--- config.mk ---
export PLATFORM = sky130hd
export DESIGN_NAME = auto_turn_director_flat
export DESIGN_NICKNAME = d
export VERILOG_FILES = /design/src/rtl/auto_nav_pkg.sv /design/src/rtl/auto_turn_director_if.sv /design/src/rtl/ms_timer.sv /design/src/rtl/auto_turn_director.sv /design/src/flat_wrapper.sv
export SDC_FILE = /design/constraint.sdc
export NUM_CORES = 1
export LEC_CHECK = 0
export BUFFER_PORTS_ARGS = -buffer_cell sky130_fd_sc_hd__buf_2
export CORE_MARGIN = 1
export CORE_UTILIZATION = 51
export DETAILED_ROUTE_END_ITERATION = 8
export GPL_TIMING_DRIVEN = 0
export PLACE_DENSITY_LB_ADDON = 0.08
export SLEW_MARGIN = 20
export SYNTH_ARGS = -nofsm -noshare
export SYNTH_HDL_FRONTEND = slang
export SYNTH_HIERARCHICAL = 1
export SYNTH_SLANG_ARGS = --single-unit
--- constraint.sdc ---
create_clock -name clk_ms -period 2.9 [get_ports clk_ms]
set_input_delay 0.145 -clock clk_ms [delete_from_list [all_inputs] [get_ports clk_ms]]
set_output_delay 0.145 -clock clk_ms [all_outputs]
set_load 0.1 [all_outputs]
--- src/rtl/auto_nav_pkg.sv ---
// Shared definitions for the auto-drive navigation blocks: state codes,
// turn direction codes and the default millisecond budgets.
package auto_nav_pkg;

    localparam logic [3:0] ST_IDLE    = 4'd0;
    localparam logic [3:0] ST_SETTLE  = 4'd1;
    localparam logic [3:0] ST_DECIDE  = 4'd2;
    localparam logic [3:0] ST_FORWARD = 4'd3;
    localparam logic [3:0] ST_REQ     = 4'd4;
    localparam logic [3:0] ST_WAIT    = 4'd5;
    localparam logic [3:0] ST_GAP     = 4'd6;
    localparam logic [3:0] ST_COOL    = 4'd7;
    localparam logic [3:0] ST_FAULT   = 4'd8;

    typedef enum logic [3:0] {
        S_IDLE    = ST_IDLE,
        S_SETTLE  = ST_SETTLE,
        S_DECIDE  = ST_DECIDE,
        S_FORWARD = ST_FORWARD,
        S_REQ     = ST_REQ,
        S_WAIT    = ST_WAIT,
        S_GAP     = ST_GAP,
        S_COOL    = ST_COOL,
        S_FAULT   = ST_FAULT
    } state_t;

    localparam logic DIR_L = 1'b0;
    localparam logic DIR_R = 1'b1;

    localparam int SETTLE_MS_DEF       = 50;
    localparam int ACK_TIMEOUT_MS_DEF  = 20;
    localparam int TURN_TIMEOUT_MS_DEF = 1000;
    localparam int COOLDOWN_MS_DEF     = 300;
    localparam int TW_DEF              = 10;
    localparam int EXEC_TURN_MS_DEF    = 751;

    // States in which a turn request is presented to the executor.
    function automatic logic is_turn_state(input state_t s);
        return (s == S_REQ) || (s == S_WAIT);
    endfunction

endpackage

--- src/rtl/auto_turn_director_if.sv ---
// Turn handshake between the director (master) and the turn executor (slave).
interface auto_turn_director_if;
    // is_turning is a level request held until finish_turning falls (ack) and then
    // rises again (done); turn_left/turn_right qualify it and are stable while it is high.
    logic is_turning;
    logic turn_left;
    logic turn_right;
    logic finish_turning;

    modport master (output is_turning, output turn_left, output turn_right, input finish_turning);
    modport slave  (input is_turning, input turn_left, input turn_right, output finish_turning);
endinterface

--- src/rtl/ms_timer.sv ---
// Saturating millisecond up-counter with a synchronous clear.
module ms_timer #(
    parameter int TW = 10
) (
    input  logic          clk_ms,
    input  logic          rst_n,
    input  logic          clr,
    output logic [TW-1:0] count
);

    always_ff @(posedge clk_ms) begin
        if (!rst_n || clr) begin
            count <= '0;
        end else if (count != '1) begin
            count <= count + 1'b1;
        end
    end

endmodule

--- src/rtl/auto_turn_director.sv ---
// Initiator side of the auto-drive turn handshake: settles the detectors, picks a
// manoeuvre and drives forward motion or a level turn request to the executor.
module auto_turn_director
    import auto_nav_pkg::*;
#(
    parameter int SETTLE_MS       = SETTLE_MS_DEF,
    parameter int ACK_TIMEOUT_MS  = ACK_TIMEOUT_MS_DEF,
    parameter int TURN_TIMEOUT_MS = TURN_TIMEOUT_MS_DEF,
    parameter int COOLDOWN_MS     = COOLDOWN_MS_DEF,
    parameter int TW              = TW_DEF
) (
    input  logic                        clk_ms,
    input  logic                        rst_n,
    input  logic                        auto_en,
    input  logic                        det_front,
    input  logic                        det_left,
    input  logic                        det_right,
    auto_turn_director_if.master        turn_bus,
    output logic                        move_forward,
    output logic                        turn_fault,
    output state_t                      dbg_state
);

    localparam logic [TW-1:0] SETTLE_LAST = TW'(SETTLE_MS - 1);
    localparam logic [TW-1:0] ACK_LAST    = TW'(ACK_TIMEOUT_MS - 1);
    localparam logic [TW-1:0] TURN_LAST   = TW'(TURN_TIMEOUT_MS - 1);
    localparam logic [TW-1:0] COOL_LAST   = TW'(COOLDOWN_MS - 1);

    logic          auto_en_r, fin_r;
    logic [2:0]    det_r, det_prev;
    logic          front_blk, left_blk, right_blk;
    state_t        state, next_state;
    logic          dir, next_dir, pending, next_pending;
    logic          settle_restart, timer_clr;
    logic [TW-1:0] timer;
    logic          is_turning_q, turn_left_q, turn_right_q;

    // Input copies keep loading through reset so decisions start from live values.
    always_ff @(posedge clk_ms) begin
        auto_en_r <= auto_en;
        fin_r     <= turn_bus.finish_turning;
        det_r     <= {det_front, det_left, det_right};
        det_prev  <= det_r;
    end

    assign front_blk = det_r[2];
    assign left_blk  = det_r[1];
    assign right_blk = det_r[0];

    always_comb begin
        next_state     = state;
        next_dir       = dir;
        next_pending   = pending;
        settle_restart = 1'b0;
        case (state)
            S_IDLE: if (auto_en_r && !turn_fault) next_state = S_SETTLE;
            S_SETTLE: begin
                if (det_r != det_prev)          settle_restart = 1'b1;
                else if (timer == SETTLE_LAST)  next_state = S_DECIDE;
            end
            S_DECIDE: begin
                next_state = S_REQ;
                if (!front_blk) begin
                    next_state = S_FORWARD;
                end else if (!left_blk) begin
                    next_dir     = DIR_L;
                    next_pending = 1'b0;
                end else if (!right_blk) begin
                    next_dir     = DIR_R;
                    next_pending = 1'b0;
                end else begin
                    // Boxed in: a U-turn is two consecutive right turns.
                    next_dir     = DIR_R;
                    next_pending = 1'b1;
                end
            end
            S_FORWARD: if (front_blk) next_state = S_SETTLE;
            S_REQ: begin
                if (!fin_r)                 next_state = S_WAIT;
                else if (timer == ACK_LAST) next_state = S_FAULT;
            end
            S_WAIT: begin
                if (fin_r) begin
                    next_state   = pending ? S_GAP : S_COOL;
                    next_pending = 1'b0;
                end else if (timer == TURN_LAST) begin
                    next_state = S_FAULT;
                end
            end
            S_GAP: begin
                next_state = S_REQ;
                next_dir   = DIR_R;
            end
            S_COOL:  if (timer == COOL_LAST) next_state = S_SETTLE;
            S_FAULT: next_state = S_FAULT;
            default: next_state = S_IDLE;
        endcase
        if (!auto_en_r && state != S_FAULT) next_state = S_IDLE;
    end

    assign timer_clr = settle_restart || (next_state != state);

    ms_timer #(.TW(TW)) u_timer (
        .clk_ms (clk_ms),
        .rst_n  (rst_n),
        .clr    (timer_clr),
        .count  (timer)
    );

    // Outputs are decoded from next_state so they change on the same edge as state.
    always_ff @(posedge clk_ms) begin
        if (!rst_n) begin
            state        <= S_IDLE;
            dir          <= DIR_L;
            pending      <= 1'b0;
            move_forward <= 1'b0;
            is_turning_q <= 1'b0;
            turn_left_q  <= 1'b0;
            turn_right_q <= 1'b0;
            turn_fault   <= 1'b0;
        end else begin
            state        <= next_state;
            dir          <= next_dir;
            pending      <= next_pending;
            move_forward <= (next_state == S_FORWARD) || (next_state == S_COOL);
            is_turning_q <= is_turn_state(next_state);
            turn_left_q  <= is_turn_state(next_state) && (next_dir == DIR_L);
            turn_right_q <= is_turn_state(next_state) && (next_dir == DIR_R);
            turn_fault   <= (next_state == S_FAULT);
        end
    end

    assign turn_bus.is_turning = is_turning_q;
    assign turn_bus.turn_left  = turn_left_q;
    assign turn_bus.turn_right = turn_right_q;
    assign dbg_state           = state;

endmodule
--- src/flat_wrapper.sv ---
// flat-port wrapper written by rule: the top's interface ports become plain ports
module auto_turn_director_flat import auto_nav_pkg::*;
#(
    parameter int SETTLE_MS       = SETTLE_MS_DEF,
    parameter int ACK_TIMEOUT_MS  = ACK_TIMEOUT_MS_DEF,
    parameter int TURN_TIMEOUT_MS = TURN_TIMEOUT_MS_DEF,
    parameter int COOLDOWN_MS     = COOLDOWN_MS_DEF,
    parameter int TW              = TW_DEF
)
  (clk_ms, rst_n, auto_en, det_front, det_left, det_right, move_forward, turn_fault, dbg_state, turn_bus_is_turning, turn_bus_turn_left, turn_bus_turn_right, turn_bus_finish_turning);
  auto_turn_director_if turn_bus_i ();
  input  logic clk_ms;
  input  logic rst_n;
  input  logic auto_en;
  input  logic det_front;
  input  logic det_left;
  input  logic det_right;
  output logic move_forward;
  output logic turn_fault;
  output state_t dbg_state;
  output wire logic [$bits(turn_bus_i.is_turning)-1:0] turn_bus_is_turning;
  output wire logic [$bits(turn_bus_i.turn_left)-1:0] turn_bus_turn_left;
  output wire logic [$bits(turn_bus_i.turn_right)-1:0] turn_bus_turn_right;
  input wire logic [$bits(turn_bus_i.finish_turning)-1:0] turn_bus_finish_turning;
  assign turn_bus_is_turning = turn_bus_i.is_turning;
  assign turn_bus_turn_left = turn_bus_i.turn_left;
  assign turn_bus_turn_right = turn_bus_i.turn_right;
  assign turn_bus_i.finish_turning = turn_bus_finish_turning;
  auto_turn_director #(.SETTLE_MS(SETTLE_MS), .ACK_TIMEOUT_MS(ACK_TIMEOUT_MS), .TURN_TIMEOUT_MS(TURN_TIMEOUT_MS), .COOLDOWN_MS(COOLDOWN_MS), .TW(TW)) u_core (.clk_ms(clk_ms), .rst_n(rst_n), .auto_en(auto_en), .det_front(det_front), .det_left(det_left), .det_right(det_right), .turn_bus(turn_bus_i), .move_forward(move_forward), .turn_fault(turn_fault), .dbg_state(dbg_state));
endmodule
==> results of run 1 <==
## synthesized netlist by cell type (2+ instances only)
cell type  number
a211oi_1        4
a21oi_1         7
a311oi_1        2
a31oi_1         4
a41oi_1         2
and3_1          2
and4_1          3
buf_6           2
clkbuf_1        4
dfxtp_1        29
inv_1          10
mux2_2          2
nand2_1         8
nand2b_1        7
nand3_1         9
nand4_1         5
nor2_1         16
nor2b_1         2
nor3_1          4
nor4_1          3
nor4b_1         2
o211ai_1        2
o21a_1          2
o21ai_0         3
o22ai_1         3
o31ai_1         2
xnor2_1         3
## layout make-up
| type | instances | area, sq um | area share [%] |
|---|---|---|---|
| plain buffers | 9 | 57.6 | 3.18 |
| clock buffers | 5 | 37.5 | 2.08 |
| clock inverters | 3 | 17.5 | 0.969 |
| inverters | 10 | 37.5 | 2.08 |
| multi-input cells | 122 | 835 | 46.2 |
| repair buffers | 28 | 183 | 10.1 |
| well taps | 31 | 38.8 | 2.15 |
| flip-flops and latches | 29 | 602 | 33.3 |
## cell families (layout without fill, tap and decap cells)
kind of cell               Yosys count  count (layout)
AOI/OAI and AO/OA                   42              42
xor gates and xnor gates             3               3
adders and majority gates            1               1
buffers and inverters               19              55
DFF                                 29              29
muxes                                2               2
and+or+nand+nor                     74              74
## worst min path at each step
stage,startpoint,to,slack [ns],depth (start not counted)
after CTS,rst_n,u_core/dbg_state[0]$_SDFF_PN0_,0.11,3
after floorplan,auto_en,u_core/auto_en_r$_DFF_P_,0.17,0
after global routing,rst_n,u_core/dir$_SDFF_PN0_,0.12,2
after detailed placement,turn_bus_finish_turning,u_core/fin_r$_DFF_P_,0.25,1
after global placement,auto_en,u_core/auto_en_r$_DFF_P_,0.25,1
final,rst_n,u_core/dbg_state[1]$_SDFF_PN0_,0.12,3
## sequential cells by signal, summed over array words and instances, names as in the netlist
register	cells
u_core/move_forward	1
u_core/dbg_state	4
u_core/det_r	3
u_core/det_prev	3
u_core/turn_bus.turn_right	1
u_core/auto_en_r	1
u_core/turn_bus.turn_left	1
u_core/dir	1
u_core/pending	1
u_core/u_timer/count	10
u_core/fin_r	1
u_core/turn_bus.is_turning	1
u_core/turn_fault	1
## power breakdown
part	internal, mW	switching, mW
sequential	0.407	0.0120
combinational	0.0345	0.0374
clock	0.0912	0.145
## tightest hold or removal path, cell delays in order
cell and delay, ns:
buf_2 0.14, nand3_1 0.09, inv_1 0.04
## layer usage
metal | routed length, um | track usage, % | vias up
met2 | 1620 | 36.0 | 62
met5 | 0 | 0 | -
met1 | 1650 | 32.8 | 672
met3 | 246 | 7.44 | 8
met4 | 70 | 10.8 | 0
li1 | - | - | 711
## stage by stage
stage          power [mW]  utilization, %  setup slack [ns]  cell area (sq um)
2_1_floorplan       0.468               -            0.0516               1480
3_3_place_gp        0.483            57.9            -0.129               1600
3_5_place_dp        0.485            57.9            -0.219               1600
4_1_cts             0.728            62.9           -0.0135               1730
5_1_grt             0.759            65.6          -0.00429               1810
6_report            0.727            65.6            0.0940               1810
## timing repair
item	in CTS	in global routing
hold buffers	5	0
cloned	1	0
setup endpoints to repair	10	10
endpoints found under the hold margin	5	0
pin swaps	0	4
setup buffers	1	6
resized for setup	7	14
==> metrics.cfg, run 1 <==
[status]
outcome = completed

[logic_synthesis]
yosys.cell_types.count = 55
synth_cells = 170
ys_seq_area_share_pct = 39.3
synth_top_area_cell = dfxtp_1
yosys.area_share.simple_pct = 29.3
synth_top_area_share_pct = 39.3
synth_area_leaders = dfxtp_1 39%, nor2_1 4.1%, nand3_1 3.0%
syn_nets = 178
ys_seq_elements = 29
synth_edf_count = 0
ys.flop_type = dfxtp_1
syn_area_per_cell_sq_um = 8.70
synth-compound-area-share_pct = 20.4
ys_warn_count = 6
synth_xor_area_share_pct = 1.78
synth_top_family_by_area = simple AND/OR/NAND/NOR gates
synthAdderAreaFrac_pct = 0.846
async_flop_share_pct = 0
synth.area.mux_share_pct = 1.52
synth_area_sq_mm = 0.00148

[die]
placementRows = 19
initial_utilization_pct = 53.6
fp.dieW_um = 55.9
pin_count = 16
die_h_um = 55.9
core_area_sq_mm = 0.00276
die_area_sq_mm = 0.00312

[clock_network]
cts_root_buf = clkbuf_4
cts.path.max_buffers = 2
numCtsBuffers = 5
clk_pin_slew_worst_paths_ns = 0.10
clk_latency_ns = 0.32
cts_tree = done
cts_sinks = 29
htree_levels = 2

[sta]
post-route-min-period_ns = 2.81
worst_slew_pin_slew_ns = 0.486
hold_viol_final = 0
setup_violations = 0
fin_tns_setup_ns = 0
period_share_pct = 96.8
fin_hold_ws_ns = 0.116
fin_worst_skew_ns = 0.00520
slew_headroom_pct = 67.8
max_freq_mhz = 356
slew_viol_final = 0

[global_routing]
grt_pass1_vias = 1322
grt_usage_pct = 24.3
grt_max_degree = 12
gr-total-overflow = 0
grt_pass1_wl_um = 5880
antenna_found_initial = 0

[finish]
diodes = 0
fin_nets = 213
drive_gt1_share_pct = 31.1
final_common_cell = dfxtp_1
area_growth_pct = 22.3
final_cells = 237
fillers = 258
final_cell_mix = 18 x dfxtp_1, 16 x buf_2, 16 x nor2_1

[worst_setup_path]
crit_slowest_cell = or4_4
crit_path_end_kind = flop
worst-r2r-setup-slack_ns = 0.09
worst_ep_required_time_ns = 3.15
r2r_cells = 10
critPathMaxFanout = 6
cp.depth = 10
crit_family = simple AND/OR/NAND/NOR gates
crit_start = u_core/u_timer/count[7]$_SDFFE_PP0P_
setup.worst_path.class = flop to flop
r2r_end = u_core/u_timer/count[0]$_SDFFE_PP0P_
r2r-start = u_core/u_timer/count[7]$_SDFFE_PP0P_
crit_arrival_ns = 3.06
endpoint = u_core/u_timer/count[0]$_SDFFE_PP0P_
cpPeakStageDelay_ns = 0.52
path_buf_inv = 2
crit_chain = nand3_1 -> or4_4 -> a221o_1 -> o21ai_1 -> nor2_1 -> a2111o_1 -> or2b_4 -> buf_2 -> buf_4 -> a21oi_1
start_kind = flop

[route]
detail_route.drc_violations = 0
wire_per_inst_um = 15.1
drt-pass1-iter-count = 4
drtIter0Drc = 57
viasPerCell = 6.13
vias = 1453
ant_nets = 0
wirelength_um = 3590

[pwr]
ir_drop_v = 0.000441
p_leak_nw = 0.705
power_density_mw_per_mm2 = 402

[placed_design]
hpwl_um = 2480
port_buffers = 15
dp.cells = 216
gp_congestion = 0.976

[flow_run]
cap_violations = 0

[min_path]
hold_path_class = input port to flop

No activity file was read; power rests on OpenSTA's default activity.
==> run 2, diff against run 1 <==
SETUP_SLACK_MARGIN = 0.4   (was default)
==> metrics.cfg, run 2 (synthesis gave the netlist of run 1 again) <==
[pwr]
p_clk_share_pct = 34.4  ; +1.9 points
power_density_mw_per_mm2 = 376  ; -6.4%
power_frac_comb_pct = 10.2  ; +0.3 points
ir_drop_v = 0.000352  ; -20%
power.internal_uw = 555  ; +4.2%
p_leak_nw = 0.805  ; +14%
switching_share_pct = 25.2  ; -1.5 points
p_switching_uw = 187  ; -3.5%
pwr-share-seq_pct = 55.3  ; -2.4 points

[placed_design]
gp_congestion = 0.889  ; -8.9%
pre_cts_slack_ns = -0.0852  ; +0.134 ns
port_buffers = 15  ; unchanged
hpwl_um = 2530  ; +2.0%
dpl_cell_area_sq_mm = 0.00164  ; +2.7%

[worst_setup_path]
r2r-start = u_core/u_timer/count[8]$_SDFFE_PP0P_
worst_ep_required_time_ns = 3.13  ; -0.02 ns
critPathMaxFanout = 5  ; -1
r2r_end = u_core/u_timer/count[1]$_SDFFE_PP0P_
r2r_cells = 9  ; -1
start_kind = flop
setup.worst_path.class = flop to flop
crit_arrival_ns = 2.80  ; -0.26 ns
worst-r2r-setup-slack_ns = 0.33  ; +0.24 ns
crit_path_end_kind = flop

[clock_network]
cts.path.max_buffers = 2  ; unchanged
clk_pin_slew_worst_paths_ns = 0.09  ; about the same
htree_levels = 2  ; unchanged
clk_latency_ns = 0.33  ; about the same
numCtsBuffers = 5  ; unchanged
cts_tree = done
cts_root_buf = clkbuf_4
cts_sinks = 29  ; unchanged

[die]
die_area_sq_mm = 0.00312  ; unchanged
initial_utilization_pct = 53.6  ; unchanged
fp.dieW_um = 55.9  ; unchanged
pin_count = 16  ; unchanged
core_area_sq_mm = 0.00276  ; unchanged
placementRows = 19  ; unchanged
die_h_um = 55.9  ; unchanged

[sta]
rsz0062_at_grt = yes
slew_viol_final = 0  ; unchanged
period_share_pct = 88.5  ; -8.2 points
post-route-min-period_ns = 2.57  ; -0.238 ns
max_freq_mhz = 389  ; +9.3%
fin_worst_skew_ns = 0.00892  ; +0.00372 ns
worst_slew_pin_slew_ns = 0.487  ; +0.000761 ns
setup_violations = 0  ; unchanged
hold_viol_final = 0  ; unchanged
slew_headroom_pct = 67.8  ; about the same
worst_slack_ns = 0.332  ; +0.238 ns

[global_routing]
grt_max_degree = 12  ; unchanged
antenna_found_initial = 0  ; unchanged
gr-total-overflow = 0  ; unchanged
grt_pass1_vias = 1365  ; +3.3%
grt_usage_pct = 26.1  ; +1.8 points
grt_pass1_wl_um = 6330  ; +7.6%

[route]
ant_nets = 0  ; unchanged
wire_per_inst_um = 15.9  ; +5.2%
vias = 1457  ; +0.28%
detail_route.drc_violations = 0  ; unchanged
drt-pass1-iter-count = 4  ; unchanged
drtIter0Drc = 56  ; -1.8%
viasPerCell = 5.95  ; -3.0%
wirelength_um = 3900  ; +8.7%

[finish]
largest_reg_flops = 10  ; unchanged
final_cell_mix = 16 x buf_2, 16 x buf_4, 15 x nor2_1
multiInputGateArea_sq_um = 897  ; +7.5%
design_area_sq_mm = 0.00197  ; +9.1%
area_growth_pct = 33.3
seqCellArea_sq_um = 629  ; +4.6%
diodes = 0  ; unchanged
largest-register = u_core/u_timer/count
fillers = 219  ; -15%
drive_gt1_share_pct = 38.3  ; +7.2 points
fin_nets = 221  ; +3.8%

[min_path]
hold_path_end = u_core/dir$_SDFF_PN0_
worstHoldStart = rst_n
hold_depth = 2  ; -1
hold_path_class = input port to flop

[flow_run]
cap_violations = 0  ; unchanged

[status]
outcome = completed

[run 2: worst max path at each step]
stage	end	start	depth (start not counted)	slack, ns
2_1_floorplan	u_core/u_timer/count[1]$_SDFFE_PP0P_	u_core/u_timer/count[3]$_SDFFE_PP0P_	9	0.31
3_3_place_gp	u_core/u_timer/count[5]$_SDFFE_PP0P_	u_core/u_timer/count[4]$_SDFFE_PP0P_	10	-0.05
3_5_place_dp	u_core/u_timer/count[5]$_SDFFE_PP0P_	u_core/u_timer/count[4]$_SDFFE_PP0P_	10	-0.09
4_1_cts	u_core/u_timer/count[1]$_SDFFE_PP0P_	u_core/u_timer/count[7]$_SDFFE_PP0P_	9	0.28
5_1_grt	u_core/u_timer/count[1]$_SDFFE_PP0P_	u_core/u_timer/count[0]$_SDFFE_PP0P_	9	0.24
6_report	u_core/u_timer/count[1]$_SDFFE_PP0P_	u_core/u_timer/count[8]$_SDFFE_PP0P_	9	0.33
[run 2: worst max-delay path, cell delays in order (launching register included)]
cell      delay (ns)
dfxtp_4         0.39
nand4_1         0.14
or4_4           0.44
a221o_1         0.35
o21ai_1         0.12
nor2_1          0.05
a2111o_1        0.33
or2b_4          0.28
buf_6           0.14
o31ai_1         0.23
[run 2: layer usage]
layer  share of wire, %  global-route usage [%]  up-vias
met5                  0                       0        -
met2                 50                    43.9       39
met4                2.4                    9.41        0
met1                 43                    32.0      680
li1                   -                       -      727
met3                4.6                    7.21       11
[run 2: through the flow]
stage / util [%] / hold WS (ns) / power [mW] / instances / setup TNS (ns)
6_report: 71.5 / 0.113 / 0.742 / 245 / 0
5_1_grt: 71.5 / 0.0988 / 0.780 / 245 / 0
4_1_cts: 68.6 / 0.102 / 0.741 / 240 / 0
3_5_place_dp: 59.5 / 0.249 / 0.482 / 216 / -0.0852
3_3_place_gp: 59.5 / 0.247 / 0.480 / 216 / -0.0546
2_1_floorplan: - / 0.173 / 0.465 / 170 / 0
[run 2: power by group through the flow]
| stage | logic [mW] | clock network [mW] | registers [mW] |
|---|---|---|---|
| 2_1_floorplan | 0.0385 | 0 | 0.426 |
| 5_1_grt | 0.0817 | 0.286 | 0.412 |
| 3_5_place_dp | 0.0570 | 0 | 0.425 |
| 6_report | 0.0760 | 0.255 | 0.411 |
| 4_1_cts | 0.0691 | 0.260 | 0.412 |
| 3_3_place_gp | 0.0557 | 0 | 0.424 |
[run 2: layout make-up]
type	instances	area share (%)
plain buffers	9	3.43
clock buffers	8	2.98
multi-input cells	122	45.5
flip-flops and latches	29	31.9
well taps	31	1.97
inverters	10	1.90
repair buffers	36	12.3
[run 2: repair_timing]
item	in CTS	in global routing
hold endpoints to repair	5	0
pin swaps	7	5
setup buffers	10	5
endpoints found under the setup margin	10	10
gates cloned	1	0
resized for setup	16	17
hold buffers	5	0
==> run 3, diff against run 2 <==
SETUP_SLACK_MARGIN = 0.1   (was 0.4)
SLEW_MARGIN = default   (was 20)
==> metrics.cfg, run 3 (synthesis gave the netlist of run 1 again) <==
[finish]
area_growth_pct = 22.6
fillers = 239  ; +9.1%
fin_util_pct = 65.7  ; -5.8 points
fin_nets = 214  ; -3.2%
final_cell_mix = 16 x buf_2, 16 x nor2_1, 16 x dfxtp_1
largest-register = u_core/u_timer/count
diodes = 0  ; unchanged
largest_reg_flops = 10  ; unchanged
design_area_sq_mm = 0.00181  ; -8.1%
drive_gt1_share_pct = 30.4  ; -7.9 points
final_cells = 238  ; -2.9%

[clock_network]
cts.path.max_buffers = 2  ; unchanged
cts_root_buf = clkbuf_4
htree_levels = 2  ; unchanged
clk_pin_slew_worst_paths_ns = 0.09  ; about the same
numCtsBuffers = 5  ; unchanged
cts_sinks = 29  ; unchanged
cts_tree = done
clk_latency_ns = 0.32  ; about the same

[route]
wire_per_inst_um = 16.2  ; +1.7%
detail_route.drc_violations = 0  ; unchanged
viasPerCell = 6.16  ; +3.5%
wirelength_um = 3850  ; -1.2%
drtIter0Drc = 87  ; +55%
vias = 1465  ; +0.55%
drt-pass1-iter-count = 4  ; unchanged
ant_nets = 0  ; unchanged

[die]
fp.dieW_um = 55.9  ; unchanged
placementRows = 19  ; unchanged
die_area_sq_mm = 0.00312  ; unchanged
die_h_um = 55.9  ; unchanged
pin_count = 16  ; unchanged
initial_utilization_pct = 53.6  ; unchanged
core_area_sq_mm = 0.00276  ; unchanged

[placed_design]
dp.cells = 216  ; unchanged
gp_congestion = 0.841  ; -5.4%
dpl_cell_area_sq_mm = 0.00160  ; -2.2%
port_buffers = 15  ; unchanged
hpwl_um = 2520  ; -0.29%

[worst_setup_path]
crit_arrival_ns = 2.99  ; +0.19 ns
start_kind = flop
critPathMaxFanout = 5  ; unchanged
setup.worst_path.class = flop to flop
crit_path_end_kind = flop
r2r_cells = 9  ; unchanged
worst_ep_required_time_ns = 3.13  ; about the same

[sta]
fin_worst_skew_ns = 0.00853  ; -0.000383 ns
hold_viol_final = 0  ; unchanged
rsz0062_at_grt = no
max_freq_mhz = 363  ; -6.8%
setup_violations = 0  ; unchanged
slew_headroom_pct = 67.5  ; -0.21 points
post-route-min-period_ns = 2.75  ; +0.186 ns
slew_viol_final = 0  ; unchanged
worst_slew_pin_slew_ns = 0.480  ; -0.00694 ns
fin_tns_setup_ns = 0  ; unchanged
fin_hold_ws_ns = 0.133  ; +0.0205 ns
period_share_pct = 95.0  ; +6.4 points

[min_path]
hold_path_class = input port to flop
hold_depth = 3  ; +1

[global_routing]
antenna_found_initial = 0  ; unchanged
grt_pass1_wl_um = 6400  ; +1.2%
grt_max_degree = 12  ; unchanged
grt_pass1_vias = 1421  ; +4.1%
gr-total-overflow = 0  ; unchanged
grt_usage_pct = 26.6  ; +0.48 points

[flow_run]
cap_violations = 0  ; unchanged

[status]
outcome = completed

[pwr]
ir_drop_v = 0.000334  ; -4.9%
power_density_mw_per_mm2 = 411  ; +9.2%
p_leak_nw = 0.705  ; -12%

-- run 3: cell count changes in the layout (fill, tap and decap cells not counted), sizes merged --
cell / before / now
buf: 35 / 27
clkbuf: 13 / 14
-- run 3: worst max-delay path, cell delays in order, from the launching register on --
cell and delay (ns):
dfxtp_4 0.37, nand4_1 0.13, or4_4 0.54, a221o_1 0.36, o21ai_1 0.13, nor2_1 0.06
a2111o_1 0.38, or2b_4 0.28, buf_2 0.17, o31ai_1 0.23
-- run 3: metal layers --
metal / part of all wire (%) / routed length (um) / up-vias / global-route usage (%)
met2: 51 / 1960 / 57 / 47.0
li1: - / - / 711 / -
met4: 2.0 / 76 / 0 / 11.1
met3: 5.7 / 221 / 11 / 7.21
met1: 41 / 1590 / 686 / 30.1
met5: 0 / 0 / - / 0
-- run 3: through the flow --
stage          setup WS [ns]  power, mW
2_1_floorplan          0.102      0.466
3_3_place_gp          -0.148      0.480
3_5_place_dp          -0.156      0.483
4_1_cts               0.0950      0.748
5_1_grt                0.102      0.783
6_report               0.146      0.745
-- run 3: worst paths after layout --
path	end	start	slack [ns]
setup / recovery	u_core/u_timer/count[1]$_SDFFE_PP0P_	u_core/u_timer/count[0]$_SDFFE_PP0P_	0.15
hold / removal	u_core/dbg_state[1]$_SDFF_PN0_	rst_n	0.13
setup reg to reg	u_core/u_timer/count[1]$_SDFFE_PP0P_	u_core/u_timer/count[0]$_SDFFE_PP0P_	0.15
hold reg to reg	u_core/det_prev[2]$_DFF_P_	u_core/det_r[2]$_DFF_P_	0.35
-- run 3: cell type report --
cell class | instances | area (sq um) | area share, %
Timing Repair Buffer | 29 | 190 | 10.5
Clock buffer | 8 | 58.8 | 3.24
Sequential cell | 29 | 609 | 33.6
Buffer | 9 | 57.6 | 3.17
Inverter | 10 | 37.5 | 2.07
Multi-Input combinational cell | 122 | 821 | 45.3
Tap cell | 31 | 38.8 | 2.14
-- run 3: power breakdown --
group	internal, mW	switching, mW
clock network	0.119	0.133
registers	0.405	0.00994
logic	0.0373	0.0405
-- run 3: timing repair --
item                                    4_1_cts  5_1_grt
endpoints found under the setup margin       10       10
pin swaps                                     2        1
hold endpoints to repair                      5        0
setup buffers                                 5        3
hold buffers                                  5        0
gates cloned                                  1        0
resized for setup                            10       10
